$ cat config.mk
export PLATFORM = sky130hd
export DESIGN_NAME = fnd_display_scheduler
export DESIGN_NICKNAME = d
export VERILOG_FILES = /design/src/rtl/fnd_display_scheduler.sv
export SDC_FILE = /design/constraint.sdc
export NUM_CORES = 1
export LEC_CHECK = 0
export BUFFER_PORTS_ARGS = -buffer_cell sky130_fd_sc_hd__clkbuf_2
export CORE_MARGIN = 2
export CORE_UTILIZATION = 46
export CTS_CLUSTER_DIAMETER = 100
export DETAILED_ROUTE_END_ITERATION = 6
export GPL_TIMING_DRIVEN = 0
export PLACE_DENSITY = 0.76
export SLEW_MARGIN = 20
export SYNTH_ARGS = -nofsm -noshare
export SYNTH_HDL_FRONTEND = slang
export SYNTH_SLANG_ARGS = --single-unit
$ cat constraint.sdc
create_clock -name clk -period 2.7 [get_ports clk]
set_input_delay 0.405 -clock clk [delete_from_list [all_inputs] [get_ports clk]]
set_output_delay 0.405 -clock clk [all_outputs]
set_load 0.02 [all_outputs]
$ cat src/rtl/fnd_display_scheduler.sv
// Purpose: shares one 4-digit FND display among N_REQ requesters using round-robin dwell slots, with urgent preemption.
// Latency: outputs are registered, so value_out, grant and blank follow the inputs by one clk edge.
// Backpressure: none. A dropped req or a new urgent request takes effect on the next edge.
// Optional: define FND_SCHED_BLINK_EN to blink the display every BLINK_HALF cycles while in URGENT.
module fnd_display_scheduler #(
  parameter int N_REQ        = 4,
  parameter int DWELL_CYCLES = 100_000_000
`ifdef FND_SCHED_BLINK_EN
  , parameter int BLINK_HALF = 25_000_000
`endif
) (
  input  logic                 clk,
  input  logic                 reset_n,
  input  logic [N_REQ-1:0]     req,
  input  logic [N_REQ-1:0]     urgent,
  input  logic                 lock,
  input  logic [16*N_REQ-1:0]  value_in,
  output logic [15:0]          value_out,
  output logic [N_REQ-1:0]     grant,
  output logic [3:0]           blank,
  output logic                 switch_pulse
);

  localparam int IW = $clog2(N_REQ);
  localparam int DW = (DWELL_CYCLES > 1) ? $clog2(DWELL_CYCLES) : 1;
  localparam logic [DW-1:0] DWELL_LAST = DW'(DWELL_CYCLES - 1);

  typedef enum logic [1:0] {IDLE, SHOW, URGENT} state_t;

  state_t            state, state_nxt;
  logic [IW-1:0]     rr_ptr, idx_nxt;
  logic              have_nxt;
  logic [N_REQ-1:0]  grant_nxt;
  logic [DW-1:0]     dwell_cnt, dwell_nxt;
  logic [N_REQ-1:0]  uq;
  logic              u_any;
  logic [IW-1:0]     u_idx;
  logic [IW:0]       nx_req;

  // First set bit of mask strictly after start, wrapping; start itself is the last candidate.
  function automatic logic [IW:0] find_next(input logic [N_REQ-1:0] mask,
                                            input logic [IW-1:0] start);
    logic          found;
    logic [IW-1:0] idx;
    int            j;
    found = 1'b0;
    idx   = start;
    for (int k = 1; k <= N_REQ; k++) begin
      j = (int'(start) + k) % N_REQ;
      if (!found && mask[IW'(j)]) begin
        found = 1'b1;
        idx   = IW'(j);
      end
    end
    return {found, idx};
  endfunction

  assign uq     = urgent & req;
  assign u_any  = |uq;
  assign nx_req = find_next(req, rr_ptr);

  // Lowest-index urgent requester.
  always_comb begin
    u_idx = '0;
    for (int i = N_REQ - 1; i >= 0; i--) begin
      if (uq[i]) u_idx = IW'(i);
    end
  end

  // Next owner and state; rr_ptr doubles as the current owner index whenever grant is nonzero.
  always_comb begin
    state_nxt = state;
    idx_nxt   = rr_ptr;
    have_nxt  = 1'b0;
    dwell_nxt = '0;
    case (state)
      IDLE: begin
        if (u_any) begin
          state_nxt = URGENT;
          idx_nxt   = u_idx;
          have_nxt  = 1'b1;
        end else if (nx_req[IW]) begin
          state_nxt = SHOW;
          idx_nxt   = nx_req[IW-1:0];
          have_nxt  = 1'b1;
        end
      end
      SHOW: begin
        have_nxt = 1'b1;
        if (u_any) begin
          state_nxt = URGENT;
          idx_nxt   = u_idx;
        end else if (!req[rr_ptr]) begin
          if (nx_req[IW]) begin
            idx_nxt = nx_req[IW-1:0];
          end else begin
            state_nxt = IDLE;
            have_nxt  = 1'b0;
          end
        end else if (lock) begin
          dwell_nxt = '0;
        end else if (dwell_cnt == DWELL_LAST) begin
          // With no other requester the search wraps back to the owner itself.
          idx_nxt = nx_req[IW-1:0];
        end else begin
          dwell_nxt = dwell_cnt + 1'b1;
        end
      end
      URGENT: begin
        have_nxt = 1'b1;
        if (uq[rr_ptr]) begin
          state_nxt = URGENT;
        end else if (u_any) begin
          idx_nxt = u_idx;
        end else if (nx_req[IW]) begin
          state_nxt = SHOW;
          idx_nxt   = nx_req[IW-1:0];
        end else begin
          state_nxt = IDLE;
          have_nxt  = 1'b0;
        end
      end
      default: state_nxt = IDLE;
    endcase
  end

  assign grant_nxt = have_nxt ? (N_REQ'(1) << idx_nxt) : '0;

  // State, owner and data registers; value_out tracks the owner's slice live.
  always_ff @(posedge clk or negedge reset_n) begin
    if (!reset_n) begin
      state        <= IDLE;
      rr_ptr       <= IW'(N_REQ - 1);
      dwell_cnt    <= '0;
      grant        <= '0;
      switch_pulse <= 1'b0;
      value_out    <= 16'h0000;
    end else begin
      state        <= state_nxt;
      rr_ptr       <= idx_nxt;
      dwell_cnt    <= dwell_nxt;
      grant        <= grant_nxt;
      switch_pulse <= have_nxt && (grant_nxt != grant);
      value_out    <= have_nxt ? value_in[16*int'(idx_nxt) +: 16] : 16'h0000;
    end
  end

`ifdef FND_SCHED_BLINK_EN
  localparam int BW = (BLINK_HALF > 1) ? $clog2(BLINK_HALF) : 1;
  localparam logic [BW-1:0] BLINK_LAST = BW'(BLINK_HALF - 1);
  logic [BW-1:0] blink_cnt;

  // Blank: dark in IDLE, lit in SHOW, toggling every BLINK_HALF cycles in URGENT (lit on entry).
  always_ff @(posedge clk or negedge reset_n) begin
    if (!reset_n) begin
      blank     <= 4'hF;
      blink_cnt <= '0;
    end else if (state_nxt == IDLE) begin
      blank     <= 4'hF;
      blink_cnt <= '0;
    end else if (state_nxt == SHOW || state != URGENT || grant_nxt != grant) begin
      blank     <= 4'h0;
      blink_cnt <= '0;
    end else if (blink_cnt == BLINK_LAST) begin
      blank     <= ~blank;
      blink_cnt <= '0;
    end else begin
      blink_cnt <= blink_cnt + 1'b1;
    end
  end
`else
  // Blank: dark only while nobody owns the display.
  always_ff @(posedge clk or negedge reset_n) begin
    if (!reset_n) blank <= 4'hF;
    else          blank <= (state_nxt == IDLE) ? 4'hF : 4'h0;
  end
`endif

endmodule
==> results.sh <==
export IMPL_insertion_delay_ns=0.32
export IMPL_grtUsageTotal_pct=19.5
export IMPL_endpoint_kind="register"
export IMPL_critPathArrivalTime_ns=2.91
export IMPL_cp_num_buf_inv=3
export IMPL_grt_pass1_wl_um=11500
export IMPL_crit_required_ns=2.92
export IMPL_area_growth_synth_to_final_pct=28.4
export IMPL_cpMaxStageDelayCell="dfstp_2"
export IMPL_drc_errors=0
export IMPL_worstPathCellList="buf_6 > mux2i_1 > a211oi_2 > buf_4 > a2111oi_4 > o22a_4 > nor2_8 > buf_12 > mux4_2 > and2_4"
export IMPL_gp_congestion=0.796
export IMPL_final_layout_size_suffix_gt1_share_pct=44.5
export IMPL_antenna_found_initial=0
export IMPL_io_pins=100
export IMPL_grt_pass1_vias=2537
export IMPL_fin_ws_ns=0.0163
export IMPL_ys_types=57
export IMPL_p_leak_nw=1.86
export IMPL_final_core_util_pct=60.3
export IMPL_h_tree_depth=2
export IMPL_worstMarginPinSlew_ns=0.699
export IMPL_synth_top_area_share_pct=39.9
export IMPL_nNetsFinal=473
export IMPL_cts_buffers=5
export IMPL_tns_ns=0
export IMPL_synth_enable_flop_cells=0
export IMPL_finalCritPeriodShare_pct=99.4
export IMPL_initial_core_util_pct=47.0
export IMPL_yosysTopAreaCell="dfrtp_1"
export IMPL_synthFlopType="dfrtp_1"
export IMPL_p_total_mw=2.71
export IMPL_clkTransAtPathRegs_ns=0.11
export IMPL_synth_area_leaders="dfrtp_1, mux4_1, nor2_1, xor2_1, and2_1"
export IMPL_antenna_diode_count=0
export IMPL_synth_seq_cells=53
export IMPL_critPathKind="register to register"
export IMPL_die_area_mm2=0.00750
export IMPL_ir_worst_vdd_mv=0.390
export IMPL_status="finished, final reports clean"
export IMPL_finalMaxSlewViolations=0
export IMPL_hp_class="primary input to async pin"
export IMPL_power_density_mw_per_mm2=672
export IMPL_synthCells=277
export IMPL_wl_per_cell_um=15.6
export IMPL_final_hold_viol_count=0
export IMPL_post_dp_cell_area_mm2=0.00373
export IMPL_synth_warning_count=0
export IMPL_register_area_mm2=0.00133
export IMPL_fmax_mhz=373
export IMPL_portBuffers=97
export IMPL_min_period_ns=2.68
export IMPL_grt_max_degree=54
export IMPL_die_w_um=86.6
export IMPL_cts_sinks=53
export IMPL_critPathLaunchType="register"
export IMPL_core_area_mm2=0.00668
export IMPL_drv_cap=0
export IMPL_row_count=30
export IMPL_drt_iter0_drc=98
export IMPL_slowest_delay_ns=0.58
export IMPL_grt_ovfl_total=0
export IMPL_yosysSeqAreaShare_pct=42.4
export IMPL_synth_area_per_cell_um2=11.3
export IMPL_vias_per_cell=5.51
export IMPL_cts_root_buffer="clkbuf_8"
export IMPL_die_h_um=86.6
export IMPL_async_reset_ff_share_pct=100
export IMPL_antenna_left=0
export IMPL_crit_fanout=8
export IMPL_crit_family="compound AO/OA/AOI/OAI gates"
export IMPL_syn_area_mm2=0.00314
export IMPL_finClkSkew_ns=0.0142
export IMPL_synth_common_cells="dfrtp_1, nor2_1, and2_1"
export IMPL_fillers=578
export IMPL_slew_headroom_pct=53.4
export IMPL_rsz0062_at_grt="true"
export IMPL_multi_input_area_mm2=0.00170
export IMPL_synth_nets=353
export IMPL_final_area_mm2=0.00403
export IMPL_wirelength_um=7440
export IMPL_vias=2633
export IMPL_cts_tree="yes"
export IMPL_firstDrtPassIters=4
export IMPL_place_ws_ns=-0.269
export IMPL_setup_violations=0
export IMPL_yosysMostFrequentCell="dfrtp_1"
export IMPL_clk_path_buf_depth=2
export IMPL_hpwlAfterDp_um=5340
metrics by stage:
step	hold WS (ns)	cells
3_3_place_gp	0.482	454
3_5_place_dp	0.487	454
4_1_cts	0.177	466
6_report	0.153	478
2_1_floorplan	0.109	277
5_1_grt	0.194	478
per-layer routing:
layer	global-route usage [%]	routed length (um)	up-vias
met3	3.62	482	9
li1	-	-	1230
met1	22.9	2890	1288
met2	36.1	4000	106
met5	0	0	-
met4	5.82	78	0
flip-flops by register name, summed over array words and instances (netlist names):
signal        flops
blank             1
dwell_cnt        27
grant             4
rr_ptr            2
state             2
switch_pulse      1
value_out        16
power breakdown:
group | switching [mW] | internal [mW] | total [mW] | leakage, nW
clock | 0.274 | 0.188 | 0.461 | 0.0447
combinational | 0.579 | 0.675 | 1.25 | 1.12
sequential | 0.0690 | 0.925 | 0.994 | 0.690
total | 0.922 | 1.79 | 2.71 | 1.86
worst paths after layout:
kind	start	endpoint	slack (ns)	cells after the start
worst min register to register	dwell_cnt[0]	dwell_cnt[0]	0.50	1
worst max-delay path	rr_ptr[1]	value_out[11]	0.02	10
worst min-delay path	reset_n	dwell_cnt[3]	0.15	1
max in group asynchronous	reset_n	dwell_cnt[12]	2.09	1
min in group clk	lock	dwell_cnt[6]	0.41	4
worst max register to register	rr_ptr[1]	value_out[11]	0.02	10
layout by cell type (no fill, tap or decap), types with 3 or more instances in the layout:
| cell type | count |
|---|---|
| a21oi_1 | 4 |
| and2_1 | 8 |
| and2_4 | 11 |
| and3_1 | 7 |
| buf_4 | 14 |
| buf_6 | 6 |
| clkbuf_1 | 4 |
| clkbuf_2 | 96 |
| clkbuf_8 | 5 |
| dfrtp_1 | 50 |
| dfstp_2 | 3 |
| inv_1 | 5 |
| mux2i_1 | 3 |
| mux4_2 | 15 |
| nand2_1 | 10 |
| nand2b_1 | 6 |
| nand3_1 | 15 |
| nand4_1 | 5 |
| nor2_1 | 40 |
| nor3_1 | 5 |
| xnor2_1 | 9 |
| xor2_1 | 16 |
what timing repair did:
| item | 4_1_cts | 5_1_grt |
|---|---|---|
| setup buffers | 5 | 10 |
| setup endpoints to repair | 17 | 19 |
| hold buffers | 0 | 0 |
| gates cloned | 0 | 2 |
| pin swaps | 4 | 5 |
| gates resized for setup | 7 | 34 |
layout make-up:
class,instances,share of cell area [%]
tap,80,2.48
clock inverter,3,0.621
sequential,53,33.0
timing repair buffer,114,16.4
multi-input combinational,203,42.1
clock buffer,5,1.71
inverter,6,0.559
buffer,14,3.14
cell families (layout without fill, tap and decap cells):
logic type	count (synthesis)	in the layout	synth area share (%)
flops	53	53	42.4
mux	20	20	15.2
compound gates	32	32	9.29
xor+xnor	25	25	6.97
simple gates	125	125	21.4
fa+ha+maj	1	1	0.399
buf+inv	21	142	4.38
(Power assumes the default switching activity.)
